## config.mk

```make
export PLATFORM = sky130hd
export DESIGN_NAME = quickq_deq_engine_flat
export DESIGN_NICKNAME = d
export VERILOG_FILES = /design/src/rtl/quickq_deq_engine_if.sv /design/src/rtl/quickq_deq_engine.sv /design/src/flat_wrapper.sv
export SDC_FILE = /design/constraint.sdc
export NUM_CORES = 1
export LEC_CHECK = 0
export ABC_AREA = 1
export BUFFER_PORTS_ARGS = -buffer_cell sky130_fd_sc_hd__buf_2
export CAP_MARGIN = 20
export CORE_MARGIN = 4
export CORE_UTILIZATION = 45
export DETAILED_ROUTE_END_ITERATION = 10
export GPL_ROUTABILITY_DRIVEN = 0
export GPL_TIMING_DRIVEN = 1
export HOLD_SLACK_MARGIN = 0.03
export PLACE_DENSITY = 0.75
export SLEW_MARGIN = 20
export SYNTH_ARGS = -nofsm -noshare
export SYNTH_HDL_FRONTEND = slang
export SYNTH_SLANG_ARGS = --single-unit
```

## constraint.sdc

```tcl
create_clock -name clk -period 1.9 [get_ports clk]
set_clock_uncertainty 0.1 [all_clocks]
set_input_delay 0.095 -clock clk [delete_from_list [all_inputs] [get_ports clk]]
set_output_delay 0.095 -clock clk [all_outputs]
set_load 0.005 [all_outputs]
```

## src/rtl/quickq_deq_engine_if.sv

```systemverilog
// quickq_deq_engine_if: client handshake, length update and BRAM port of the QuickQ dequeue engine
interface quickq_deq_engine_if #(
   parameter int DATA_W = 32,
   parameter int ADDR_W = 10
);
   logic              deq_req;
   logic              deq_ready;
   logic              deq_valid;
   logic [DATA_W-1:0] deq_data;
   logic              deq_empty;
   logic              busy;
   logic [ADDR_W:0]   len_in;
   logic [ADDR_W:0]   len_out;
   logic              len_we;
   logic [ADDR_W-1:0] bram_addr;
   logic              bram_rd_en;
   logic [DATA_W-1:0] bram_rdata;
   logic              bram_we;
   logic [DATA_W-1:0] bram_wdata;
   modport master (
      output deq_req, deq_ready, len_in, bram_rdata,
      input  deq_valid, deq_data, deq_empty, busy, len_out, len_we,
             bram_addr, bram_rd_en, bram_we, bram_wdata
   );
   modport slave (
      input  deq_req, deq_ready, len_in, bram_rdata,
      output deq_valid, deq_data, deq_empty, busy, len_out, len_we,
             bram_addr, bram_rd_en, bram_we, bram_wdata
   );
endinterface

```

## src/rtl/quickq_deq_engine.sv

```systemverilog
// quickq_deq_engine: pops the head of the sorted BRAM array and shifts the remaining entries down
module quickq_deq_engine #(
   parameter int DATA_W = 32,
   parameter int ADDR_W = 10,
   parameter int DEPTH  = 1024
) (
   input logic                 clk,
   input logic                 rst_n,
   quickq_deq_engine_if.slave  q
);
   typedef enum logic [2:0] {IDLE, HEAD_RD, HEAD_CAP, SHIFT_RD, SHIFT_WR, UPDATE, RESP} state_t;
   localparam logic [ADDR_W:0] DEPTH_L = (ADDR_W+1)'(DEPTH);
   localparam logic [ADDR_W:0] ONE     = (ADDR_W+1)'(1);
   state_t            state, nxt;
   logic [ADDR_W:0]   len, idx, len_sat;
   logic [DATA_W-1:0] data_q;
   logic              valid_q, empty_q;
   assign len_sat = q.len_in > DEPTH_L ? DEPTH_L : q.len_in;
   always_ff @(posedge clk or negedge rst_n) begin
      if (!rst_n) begin
         state   <= IDLE;
         len     <= '0;
         idx     <= '0;
         data_q  <= '0;
         valid_q <= 1'b0;
         empty_q <= 1'b0;
      end else begin
         state   <= nxt;
         empty_q <= state == IDLE && q.deq_req && len_sat == '0;
         // valid trails RESP entry by one cycle and clears on the accepting handshake
         valid_q <= state == RESP && !(valid_q && q.deq_ready);
         if (state == IDLE && q.deq_req) len <= len_sat;
         if (state == HEAD_CAP) begin
            data_q <= q.bram_rdata;
            idx    <= ONE;
         end
         if (state == SHIFT_WR) idx <= idx + 1'b1;
      end
   end
   always_comb begin
      nxt = state;
      case (state)
         IDLE:     nxt = q.deq_req && len_sat != '0 ? HEAD_RD : IDLE;
         HEAD_RD:  nxt = HEAD_CAP;
         HEAD_CAP: nxt = len == ONE ? UPDATE : SHIFT_RD;
         SHIFT_RD: nxt = SHIFT_WR;
         SHIFT_WR: nxt = idx == len - 1'b1 ? UPDATE : SHIFT_RD;
         UPDATE:   nxt = RESP;
         RESP:     nxt = valid_q && q.deq_ready ? IDLE : RESP;
         default:  nxt = IDLE;
      endcase
   end
   assign q.busy       = state != IDLE;
   assign q.deq_valid  = valid_q;
   assign q.deq_data   = data_q;
   assign q.deq_empty  = empty_q;
   assign q.len_we     = state == UPDATE;
   assign q.len_out    = state == UPDATE ? len - 1'b1 : '0;
   assign q.bram_rd_en = state == HEAD_RD || state == SHIFT_RD;
   assign q.bram_we    = state == SHIFT_WR;
   // the word read at idx in SHIFT_RD is written back one slot lower in SHIFT_WR
   assign q.bram_addr  = state == SHIFT_RD ? ADDR_W'(idx) :
                         state == SHIFT_WR ? ADDR_W'(idx - 1'b1) : '0;
   assign q.bram_wdata = state == SHIFT_WR ? q.bram_rdata : '0;
endmodule

```

## src/flat_wrapper.sv

```systemverilog
// flat-port wrapper written by rule: the top's interface ports become plain ports
module quickq_deq_engine_flat 
#(
   parameter int DATA_W = 32,
   parameter int ADDR_W = 10,
   parameter int DEPTH  = 1024
)
  (clk, rst_n, q_deq_req, q_deq_ready, q_len_in, q_bram_rdata, q_deq_valid, q_deq_data, q_deq_empty, q_busy, q_len_out, q_len_we, q_bram_addr, q_bram_rd_en, q_bram_we, q_bram_wdata);
  quickq_deq_engine_if #(.DATA_W(DATA_W), .ADDR_W(ADDR_W)) q_i ();
  input logic clk;
  input logic rst_n;
  input wire logic [$bits(q_i.deq_req)-1:0] q_deq_req;
  input wire logic [$bits(q_i.deq_ready)-1:0] q_deq_ready;
  input wire logic [$bits(q_i.len_in)-1:0] q_len_in;
  input wire logic [$bits(q_i.bram_rdata)-1:0] q_bram_rdata;
  output wire logic [$bits(q_i.deq_valid)-1:0] q_deq_valid;
  output wire logic [$bits(q_i.deq_data)-1:0] q_deq_data;
  output wire logic [$bits(q_i.deq_empty)-1:0] q_deq_empty;
  output wire logic [$bits(q_i.busy)-1:0] q_busy;
  output wire logic [$bits(q_i.len_out)-1:0] q_len_out;
  output wire logic [$bits(q_i.len_we)-1:0] q_len_we;
  output wire logic [$bits(q_i.bram_addr)-1:0] q_bram_addr;
  output wire logic [$bits(q_i.bram_rd_en)-1:0] q_bram_rd_en;
  output wire logic [$bits(q_i.bram_we)-1:0] q_bram_we;
  output wire logic [$bits(q_i.bram_wdata)-1:0] q_bram_wdata;
  assign q_i.deq_req = q_deq_req;
  assign q_i.deq_ready = q_deq_ready;
  assign q_i.len_in = q_len_in;
  assign q_i.bram_rdata = q_bram_rdata;
  assign q_deq_valid = q_i.deq_valid;
  assign q_deq_data = q_i.deq_data;
  assign q_deq_empty = q_i.deq_empty;
  assign q_busy = q_i.busy;
  assign q_len_out = q_i.len_out;
  assign q_len_we = q_i.len_we;
  assign q_bram_addr = q_i.bram_addr;
  assign q_bram_rd_en = q_i.bram_rd_en;
  assign q_bram_we = q_i.bram_we;
  assign q_bram_wdata = q_i.bram_wdata;
  quickq_deq_engine #(.DATA_W(DATA_W), .ADDR_W(ADDR_W), .DEPTH(DEPTH)) u_core (.clk(clk), .rst_n(rst_n), .q(q_i));
endmodule
```

After elaboration in Yosys (flattened, before gate mapping) --
Index checks and enable logic that the tools add are counted.
Storage, ports and cells: flip-flop bits (word level) 59, logic and storage cells 42, output and inout bits 91, input port bits 47
Cells by class: add/sub/neg operators 3, order comparisons 1, equality and inequality tests 8, multiplexer cells 12, reduce and logical (&&, ||, !) cells 12
Operators by type and width (number):
- 11-bit 2-to-1 mux | 4
- 32-bit 2-to-1 mux | 1
- 3-bit one-hot mux with 7 select lines | 1
- 10-bit 2-to-1 mux | 2
- 11-bit by 1-bit adder with 11-bit output (second input constant) | 1
- 11-bit by 1-bit equality test with 1-bit output (second input constant) | 1
- 11-bit equality test | 1
- 11-bit greater-than comparator (second input constant) | 1
- 11-bit zero test | 1
- 11-bit nonzero test | 1
- 11-bit by 1-bit subtractor with 11-bit output (second input constant) | 1
- 10-bit by 1-bit subtractor with 10-bit output (second input constant) | 1
- 3-bit equality test (second input constant) | 3
- 3-bit 2-to-1 mux | 3
- 3-bit by 2-bit equality test with 1-bit output (second input constant) | 2
- 1-bit logical AND | 5
- 3-bit by 1-bit equality test with 1-bit output (second input constant) | 1
- 3-bit zero test | 1
- 3-bit nonzero test | 1
- 2-bit nonzero test | 1
- 1-bit zero test | 1
- 1-bit logical OR | 1
- 1-bit 2-to-1 mux | 1

Longest topological paths before layout --
Gate-level depths: netlist of the first run.
word-level depth 6, depth in mapped cells 14, mapped depth without buffers 14

Worst setup path before layout of the first run --
OpenSTA, ideal clock, no wires.
path kind reg2reg, from reg u_core.len[0], to reg u_core.state[1], setup slack 147 ps, cell stages (with the launch flop) 12, library setup time 121 ps, arrival 1531 ps, data required time 1679 ps, cell sequence dfrtp_1 > inv_2 > ha_1 > nand2_2 > nor2_2 > nand3_1 > nand3_1 > nand2_1 > nor2_1 > nand3_1 > o21bai_1 > nand2_1
On the way: longest elaborated chain between the ends 4, elaborated cells on any way between the ends 6, those cells by class add/sub (1); eq/ne (2); mux (3)
Ends and longest elaborated chain:
- from (decl) | line quickq_deq_engine.sv:15 | logic [ADDR_W:0] len, idx, len_sat;
- from (signal assigned) | line quickq_deq_engine.sv:32 | if (state == IDLE && q.deq_req) len <= len_sat;
- 11-bit by 1-bit subtractor with 11-bit output | line quickq_deq_engine.sv:47 | SHIFT_WR: nxt = idx == len - 1'b1 ? UPDATE : SHIFT_RD;
- 11-bit equality test | line quickq_deq_engine.sv:47
- 3-bit 2-to-1 mux | line quickq_deq_engine.sv:47
- 3-bit one-hot mux with 7 select lines (*) | line quickq_deq_engine.sv:42 | case (state)
- net u_core.nxt[1] | line quickq_deq_engine.sv:14 | state_t state, nxt;
- to (signal assigned) | line quickq_deq_engine.sv:28 | state <= nxt;
- to (decl) | line quickq_deq_engine.sv:14
The timed path passes the listed nets; every way through them passes the cells marked *. A chain may end at the register's enable or synchronous reset.

Final worst setup path of the first run --
from reg u_core.len[1], to out q_len_out[6]
On the way: longest elaborated chain between the ends 2
Ends and longest elaborated chain:
- 11-bit by 1-bit subtractor with 11-bit output | line quickq_deq_engine.sv:58 | assign q.len_out = state == UPDATE ? len - 1'b1 : '0;
- 11-bit 2-to-1 mux | line quickq_deq_engine.sv:58
- to (decl) | line flat_wrapper.sv:20 | output wire logic [$bits(q_i.len_out)-1:0] q_len_out;
No other way between the ends.

==> results of run 1 <==
report_power, final:
part,total (uW),switching [uW],internal (uW)
clock,1050,513,540
combinational,4220,2550,1680
sequential,2200,422,1780
per-stage QoR:
stage	util [%]	TNS [ns]	cell area [um2]
2_1_floorplan	-	0	3374
3_3_place_gp	57.87	0	4198
3_5_place_dp	57.87	-0.06512	4198
4_1_cts	68.19	0	4946
5_1_grt	72.47	-0.4242	5256
6_report	72.47	0	5256
metal layers:
metal | vias up | track usage, % | share of wire, % | wire length, um
met4 | 0 | 8.654 | 2.5 | 311
met3 | 34 | 9.402 | 11 | 1293
li1 | 1920 | - | - | -
met2 | 243 | 45.51 | 49 | 6062
met1 | 1889 | 31.15 | 38 | 4634
met5 | - | 0 | 0 | 0
synth_stat cells (all sizes together):
master / n / area (um2)
a22oi: 1 / 7.510
ha: 4 / 50.05
nand3b: 2 / 15.01
nand4: 4 / 25.02
xor2: 5 / 43.79
o21bai: 1 / 7.510
buf: 6 / 27.53
inv: 78 / 292.8
o22ai: 17 / 106.4
nand3: 28 / 152.7
dfrtp: 59 / 1476
o32ai: 1 / 8.760
o21a: 1 / 7.510
clkbuf: 9 / 33.78
o21ai: 45 / 225.2
nor4: 1 / 6.260
nor2: 71 / 296.5
a31oi: 4 / 31.28
a21oi: 17 / 85.08
nor3: 5 / 30.03
o221ai: 1 / 8.760
nand2: 113 / 436.7
repair_timing:
| action | CTS | global route |
|---|---|---|
| pin swaps | 2 | 13 |
| hold endpoints to repair | 64 | 0 |
| resized for setup | 17 | 69 |
| setup endpoints to repair | 48 | 56 |
| buffers inserted | 5 | 12 |
| hold buffers | 47 | 0 |
sequential cells by signal, indices dropped and copies added (netlist names):
name and cells:
u_core.idx 11, u_core.len 11, u_core.q.deq_data 32, u_core.q.deq_valid 1
u_core.state 3, u_core.q.deq_empty 1
final cells by class:
cell class	instances	area share, %
Sequential cell	59	28.30
Tap cell	99	2.357
Inverter	78	5.665
Timing Repair Buffer	211	26.37
Multi-Input combinational cell	321	33.87
Clock inverter	4	0.4761
Clock buffer	12	2.952
logic make-up after synthesis:
family                     count (synthesis)  synth area share [%]
AOI/OAI and AO/OA                         88                 14.46
xor gates and xnor gates                   5                 1.298
adders and majority gates                  4                 1.483
buffers and inverters                     93                 10.49
DFF                                       59                 43.75
and+or+nand+nor                          224                 28.51
worst paths after layout:
check | start | end | slack, ns | cells after the start
max | u_core.len[1] | q_len_out[6] | 0.02 | 7
min | rst_n | u_core.len[9] | 0.15 | 2
max reg2reg | u_core.len[1] | u_core.state[1] | 0.03 | 11
min reg2reg | u_core.q.deq_data[3] | u_core.q.deq_data[3] | 0.38 | 2
max in group asynchronous | rst_n | u_core.state[2] | 0.88 | 3
min in group clk | u_core.q.deq_data[3] | u_core.q.deq_data[3] | 0.38 | 2
==> flow_metrics.py, run 1 <==
metrics = {
    "status": {
        "status": "finished, final reports clean",
    },
    "setup_path": {
        "arrival_ns": 1.68,
        "crit_path_max_fanout": 5,
        "crit_path_top_delay_cell": "dfrtp_2",
        "path_class": "reg -> out",
        "slowest_delay_ns": 0.43,
        "endpoint_kind": "output pin",
        "crit_family": "flip-flops",
        "crit_chain": "inv_4, ha_4, nand2_4, nor2_4, nand3_2, a21oi_2, buf_2",
        "crit_buf_inv": 2,
        "start_kind": "flip-flop",
        "critPathRequiredTime_ns": 1.70,
    },
    "floorplan": {
        "io_pins": 138,
        "num_rows": 31,
        "die_w_um": 94.60,
        "coreArea_mm2": 0.007253,
        "initial_utilization_pct": 46.52,
        "dieArea_mm2": 0.008948,
        "fp.dieH_um": 94.60,
    },
    "yosys": {
        "ys_types": 32,
        "ys_ff_latch": 59,
        "ys_seq_area_share_pct": 43.75,
        "avgSynthCellArea_um2": 7.134,
        "synthesis.yosys.warnings": 0,
        "syn-cell-area_mm2": 0.003374,
        "netlist_instances": 473,
        "syn-num-nets": 524,
    },
    "grt": {
        "grt_start_max_net_pins": 38,
        "grt_pass1_vias": 3973,
        "antenna_found_initial": 0,
        "grt_usage_pct": 26.60,
        "grt_pass1_wl_mm": 18.56,
        "grt-ovfl-total": 0,
    },
    "timing": {
        "worstMarginPinSlew_ns": 0.4964,
        "max_clock_freq_mhz": 532.8,
        "drv_slew": 0,
        "fin_crit_sh_pct": 98.78,
        "final-setup-viol-count": 0,
        "setup_slack_ns": 0.02309,
        "rsz0062_at_grt": "yes",
        "hold_violations": 0,
        "relSlewSlack_pct": 66.91,
        "fin_hold_ws_ns": 0.1480,
        "period_needed_ns": 1.877,
    },
    "placed_design": {
        "hpwl_mm": 7.625,
        "pre_cts_ws_ns": -0.06512,
        "io_buffers": 137,
        "dp_cells": 704,
    },
    "job": {
        "cap_violations": 0,
    },
    "detailed_routing": {
        "drt_pre_antenna_iters": 5,
        "vias_per_cell": 5.212,
        "post_drt_wl_per_cell_um": 15.69,
        "drtAntennaViolNets": 0,
        "routed_wirelength_mm": 12.30,
        "drtIter0Drc": 292,
        "drc": 0,
        "vias": 4086,
    },
    "power_and_ir_drop": {
        "p_leak_uw": 0.002898,
        "fin_total_pwr_uw": 7475,
        "ir_drop_mv": 0.6149,
        "pwr_density_cell_mw_per_mm2": 1422,
    },
    "layout": {
        "final-seq-area_mm2": 0.001488,
        "final_common_cell": "buf_2",
        "multi_input_area_mm2": 0.001780,
        "syn_to_final_growth_pct": 55.77,
        "drive_gt1_share_pct": 37.23,
        "final_nets": 731,
        "num_antenna_cells": 0,
        "final_cell_mix": "buf_2, nand2_1, inv_1",
        "fillers": 544,
        "final_cells": 784,
    },
    "clock_tree": {
        "cts_tree": "yes",
        "clockBufferDepth": 2,
        "clk_latency_ns": 0.34,
        "h-tree-depth": 3,
        "cts.sinks": 59,
        "cts.clk_slew.worst_paths_ns": 0.07,
        "root_buffer": "clkbuf_8",
        "numCtsBuffers": 9,
    },
    "worst_hold_path": {
        "hp-class": "in -> async",
    },
}
Power figures use the tool's default switching activity.
==> run 2, diff against run 1 <==
- CORE_MARGIN: 4 -> 2
- CTS_BUF_LIST: not set -> sky130_fd_sc_hd__clkbuf_16
==> run 2 against run 1 <==
Hold slack improved by 0.052 ns. Global-route usage barely moved. Power rose by 6.3%. Cell area rose by 1.4%. Clock power rose by 70%. Die area fell by 8.3%. Sequential share of layout area fell by 0.40 points. Sequential power barely moved. Wire length fell by 8.0%. First-iteration DRC count fell by 40%.
==> flow_metrics.py, run 2 (synthesis results as in run 1) <==
metrics = {
    "detailed_routing": {
        "drt_pre_antenna_iters": 4,
        "routed_wirelength_mm": 11.31,
        "drtIter0Drc": 175,
        "post_drt_wl_per_cell_um": 14.39,
        "vias_per_cell": 5.048,
        "drtAntennaViolNets": 0,
        "vias": 3968,
        "drc": 0,
    },
    "grt": {
        "grt-ovfl-total": 0,
        "grt_start_max_net_pins": 35,
        "antenna_found_initial": 0,
        "grt_usage_pct": 26.60,
        "grt_pass1_wl_mm": 17.55,
        "grt_pass1_vias": 3872,
    },
    "timing": {
        "hold_violations": 0,
        "max_clock_freq_mhz": 527.5,
        "fin_crit_sh_pct": 99.78,
        "final-setup-viol-count": 0,
        "worstMarginPinSlew_ns": 0.6023,
        "relSlewSlack_pct": 59.85,
        "period_needed_ns": 1.896,
        "drv_slew": 0,
        "rsz0062_at_grt": "yes",
    },
    "setup_path": {
        "critPathRequiredTime_ns": 1.70,
        "start_kind": "flip-flop",
        "crit_path_max_fanout": 5,
        "slowest_delay_ns": 0.42,
        "path_class": "reg -> out",
        "endpoint_kind": "output pin",
        "crit_chain": "inv_2, ha_4, nand2_2, nor2_4, nand2_1, a21oi_1, buf_2",
        "crit_path_top_delay_cell": "dfrtp_2",
        "arrival_ns": 1.70,
        "r2r_slack_ns": 0.07,
    },
    "placed_design": {
        "io_buffers": 137,
        "dp_cells": 705,
        "hpwl_mm": 7.304,
    },
    "clock_tree": {
        "root_buffer": "clkbuf_16",
        "h-tree-depth": 3,
        "clockBufferDepth": 2,
        "cts.sinks": 59,
        "cts.clk_slew.worst_paths_ns": 0.06,
        "numCtsBuffers": 9,
        "cts_tree": "yes",
        "clk_latency_ns": 0.34,
    },
    "layout": {
        "multi_input_area_mm2": 0.001685,
        "num_antenna_cells": 0,
        "final_cell_mix": "buf_2, nand2_1, inv_1",
        "largest_reg_flops": 32,
        "final-seq-area_mm2": 0.001486,
        "final_nets": 733,
        "final_common_cell": "buf_2",
        "fillers": 548,
        "final_cells": 786,
        "utilization_pct": 73.45,
        "drive_gt1_share_pct": 35.23,
        "syn_to_final_growth_pct": 57.88,
    },
    "power_and_ir_drop": {
        "pwr_density_cell_mw_per_mm2": 1491,
        "ir_drop_mv": 0.8734,
        "p_leak_uw": 0.002926,
    },
    "status": {
        "status": "finished, final reports clean",
    },
    "floorplan": {
        "die_w_um": 90.60,
        "coreArea_mm2": 0.007253,
        "initial_utilization_pct": 46.52,
        "dieArea_mm2": 0.008207,
        "io_pins": 138,
        "fp.dieH_um": 90.60,
        "num_rows": 31,
    },
    "job": {
        "cap_violations": 0,
    },
    "worst_hold_path": {
        "hp-class": "in -> async",
    },
}
[run 2: cell types whose count changed in the layout (fill, tap and decap cells not counted), moves of 3 or more]
cell / previous run / this run
clkbuf_16: 0 / 9
a21oi_2: 5 / 2
nor2_1: 54 / 57
inv_1: 64 / 67
nand2_1: 97 / 101
a21oi_1: 12 / 15
nand2_4: 6 / 2
inv_2: 12 / 9
nor2_4: 11 / 7
clkbuf_8: 11 / 0
[run 2: final cells by class]
class	instances	share of cell area, %
clock buffer	9	4.227
sequential	59	27.90
multi-input combinational	321	31.63
clock inverter	7	1.902
timing repair inverter	1	0.1409
inverter	78	5.613
timing repair buffer	212	26.26
tap	99	2.325
[run 2: timing repair]
item	CTS	global route
buffers inserted	4	13
cloned	0	1
pin swaps	3	8
endpoints found under the setup margin	15	28
hold endpoints to repair	67	0
resized for setup	13	44
hold buffers	47	0
[run 2: metal layers]
metal / up-vias / track usage (%) / wire, um / share of wire (%)
li1: 1925 / - / - / -
met1: 1816 / 31.90 / 4569 / 40
met2: 200 / 45.58 / 5636 / 50
met3: 27 / 5.843 / 851 / 7.5
met4: 0 / 12.05 / 257 / 2.3
met5: - / 0 / 0 / 0
[run 2: path summary, 6_finish.rpt]
check	from	endpoint	cells past startpoint
setup / recovery	u_core.len[1]	q_len_out[4]	7
max in group asynchronous	rst_n	u_core.len[1]	3
hold reg to reg	u_core.q.deq_data[30]	u_core.q.deq_data[30]	2
setup reg to reg	u_core.len[0]	u_core.state[1]	11
min in group clk	u_core.q.deq_data[30]	u_core.q.deq_data[30]	2
hold / removal	rst_n	u_core.len[8]	2
[run 2: through the flow]
stage	TNS (ns)	hold WS [ns]	cell area (um2)	setup slack (ns)	total power, uW
2_1_floorplan	0	-0.3006	3374	0.1474	4241
3_3_place_gp	0	0.02658	4218	0.07368	5314
3_5_place_dp	-0.03499	0.02565	4218	-0.03124	5433
4_1_cts	0	0.2117	5094	0.007561	7496
5_1_grt	-0.3725	0.2505	5328	-0.05290	8501
6_report	0	0.1998	5328	0.004162	7943
[run 2: worst max-delay path, delay by kind of cell, from the launching register on]
family	cells	cell delay [ns]
AO/OA/AOI/OAI	1	0.19
adder cells (fa/ha/maj)	1	0.16
buffers and inverters	2	0.24
flip-flops	1	0.42
AND/OR/NAND/NOR	3	0.35
[run 2: report_power, final]
group | switching, uW | internal, uW
combinational | 2360 | 1630
sequential | 392 | 1780
clock | 637 | 1160
total | 3390 | 4560
==> run 3, diff against run 2 <==
- CELL_PAD_IN_SITES_DETAIL_PLACEMENT: not set -> 0
- CELL_PAD_IN_SITES_GLOBAL_PLACEMENT: not set -> 1
- CORE_UTILIZATION: 45 -> 33
- PLACE_DENSITY: 0.75 -> not set
- PLACE_DENSITY_LB_ADDON: not set -> 0.1
==> run 3 against run 2 <==
Highest routed layer unchanged. Maximum frequency increased by 2.4%. First-iteration DRC count unchanged. Clock power decreased by 5%. Largest cell class unchanged. Core utilization decreased by 18 points. Power increased by 0.19%. Register-to-register slack about the same. Sequential share of layout area decreased by 0.60 points.
==> flow_metrics.py, run 3 (synthesis results as in run 1) <==
metrics = {
    "detailed_routing": {
        "routed_wirelength_mm": 11.02,
        "drt_pre_antenna_iters": 4,
        "vias_per_cell": 4.568,
        "drtAntennaViolNets": 0,
        "post_drt_wl_per_cell_um": 13.35,
        "drtIter0Drc": 175,
        "drc": 0,
        "vias": 3773,
    },
    "layout": {
        "final_cell_mix": "buf_2, nand2_1, inv_1",
        "final_nets": 739,
        "design_area_mm2": 0.005435,
        "num_antenna_cells": 0,
        "final_common_cell": "buf_2",
        "largest_reg_flops": 32,
        "utilization_pct": 55.10,
        "drive_gt1_share_pct": 35.21,
        "syn_to_final_growth_pct": 61.07,
    },
    "setup_path": {
        "crit_buf_inv": 4,
        "path_class": "reg -> out",
        "cp_num_cells": 9,
        "path_common_cell": "inv_4",
        "start_kind": "flip-flop",
        "crit_path_max_fanout": 4,
        "critPathRequiredTime_ns": 1.70,
        "endpoint_kind": "output pin",
        "worstRegToRegCells": 11,
        "slowest_delay_ns": 0.37,
        "crit_family": "buffers and inverters",
        "arrival_ns": 1.66,
        "crit_chain": "buf_4, inv_4, ha_4, nand2_4, inv_4, nand3_1, a21oi_1, o32ai_1, buf_2",
        "crit_path_top_delay_cell": "dfrtp_1",
    },
    "power_and_ir_drop": {
        "ir_drop_mv": 0.5525,
        "p_leak_uw": 0.002978,
        "pwr_density_cell_mw_per_mm2": 1464,
    },
    "clock_tree": {
        "cts.sinks": 59,
        "cts_tree": "yes",
        "clockBufferDepth": 2,
        "h-tree-depth": 3,
        "clk_latency_ns": 0.33,
        "root_buffer": "clkbuf_16",
        "cts.clk_slew.worst_paths_ns": 0.05,
        "numCtsBuffers": 9,
    },
    "placed_design": {
        "io_buffers": 137,
        "pre_cts_ws_ns": -0.05194,
        "dpl-instance-area_mm2": 0.004295,
        "hpwl_mm": 7.922,
    },
    "timing": {
        "max_clock_freq_mhz": 539.9,
        "worstMarginPinSlew_ns": 0.5904,
        "hold_violations": 0,
        "drv_slew": 0,
        "fin_crit_sh_pct": 97.49,
        "final-setup-viol-count": 0,
        "period_needed_ns": 1.852,
        "relSlewSlack_pct": 60.28,
        "setup_slack_ns": 0.04777,
        "fin_setup_tns_ns": 0,
        "rsz0062_at_grt": "yes",
    },
    "floorplan": {
        "dieArea_mm2": 0.01105,
        "initial_utilization_pct": 34.21,
        "io_pins": 138,
        "fp.dieH_um": 105.1,
        "coreArea_mm2": 0.009864,
        "die_w_um": 105.1,
        "num_rows": 36,
    },
    "grt": {
        "grt_usage_pct": 20.34,
        "grt_start_max_net_pins": 65,
        "grt-ovfl-total": 0,
        "antenna_found_initial": 0,
        "grt_pass1_vias": 3639,
        "grt_pass1_wl_mm": 17.89,
    },
    "worst_hold_path": {
        "hp-class": "in -> reg",
        "min_path_cells": 3,
    },
    "job": {
        "cap_violations": 0,
    },
    "status": {
        "status": "finished, final reports clean",
    },
}
run 3: changes by cell type in the layout (fill, tap and decap cells not counted), sizes merged:
cell and change:
clkinvlp -1, dlygate4sd3 -2, buf +8, clkinv +1
run 3: path summary, 6_finish.rpt:
path                                              to  slack, ns                 start
worst max-delay path                  q_bram_addr[6]       0.05         u_core.idx[1]
worst min-delay path              u_core.q.deq_empty       0.07             q_deq_req
worst max register to register       u_core.state[1]       0.07         u_core.len[1]
worst min register to register  u_core.q.deq_data[3]       0.37  u_core.q.deq_data[3]
max in group asynchronous              u_core.len[0]       0.92                 rst_n
min in group asynchronous              u_core.len[9]       0.18                 rst_n
run 3: report_power, final:
part           internal, uW  total [uW]  switching (uW)  leakage [uW]
logic                  1760        4120            2360       0.00208
clock network          1130        1700             568      0.000152
registers              1770        2140             372      0.000741
total                  4660        7960            3300       0.00298
run 3: worst register-to-register path: stages (launching register included):
cell	delay, ns
dfrtp_1	0.38
inv_2	0.10
ha_4	0.18
nand2_4	0.07
nor2_4	0.18
nand3_2	0.11
nand3_2	0.08
nand2_1	0.05
nor2_1	0.08
nand3_1	0.12
o21bai_1	0.20
nand2_1	0.08
run 3: cell type report:
type	instances	area [um2]
well taps	133	166.4
inverters	78	304.0
repair buffers	218	1448
clock buffers	9	225.2
multi-input cells	321	1717
flip-flops and latches	59	1484
repair inverters	1	7.507
clock inverters	7	83.83
fillers	956	4429
run 3: per-stage QoR:
| stage | hold slack, ns | std cells | power, uW |
|---|---|---|---|
| global route | 0.1040 | 826 | 8646 |
| global placement | 0.01099 | 742 | 5467 |
| detailed placement | 0.005081 | 742 | 5518 |
| finish | 0.06633 | 826 | 7958 |
| CTS | 0.06203 | 811 | 7600 |
| floorplan | -0.3006 | 473 | 4241 |
run 3: per-layer routing:
layer	up-vias	part of all wire, %	wire length, um	global-route usage (%)
li1	1936	-	-	-
met2	105	49	5426	33.30
met3	13	6.0	656	4.928
met5	-	0	0	0
met4	0	1.4	155	7.714
met1	1719	43	4784	25.90
run 3: repair_timing:
action,in CTS,in global routing
gates resized for setup,19,41
setup endpoints to repair,16,23
hold endpoints to repair,64,0
hold buffers,45,0
setup buffers,8,14
pin swaps,2,13
gates cloned,0,1
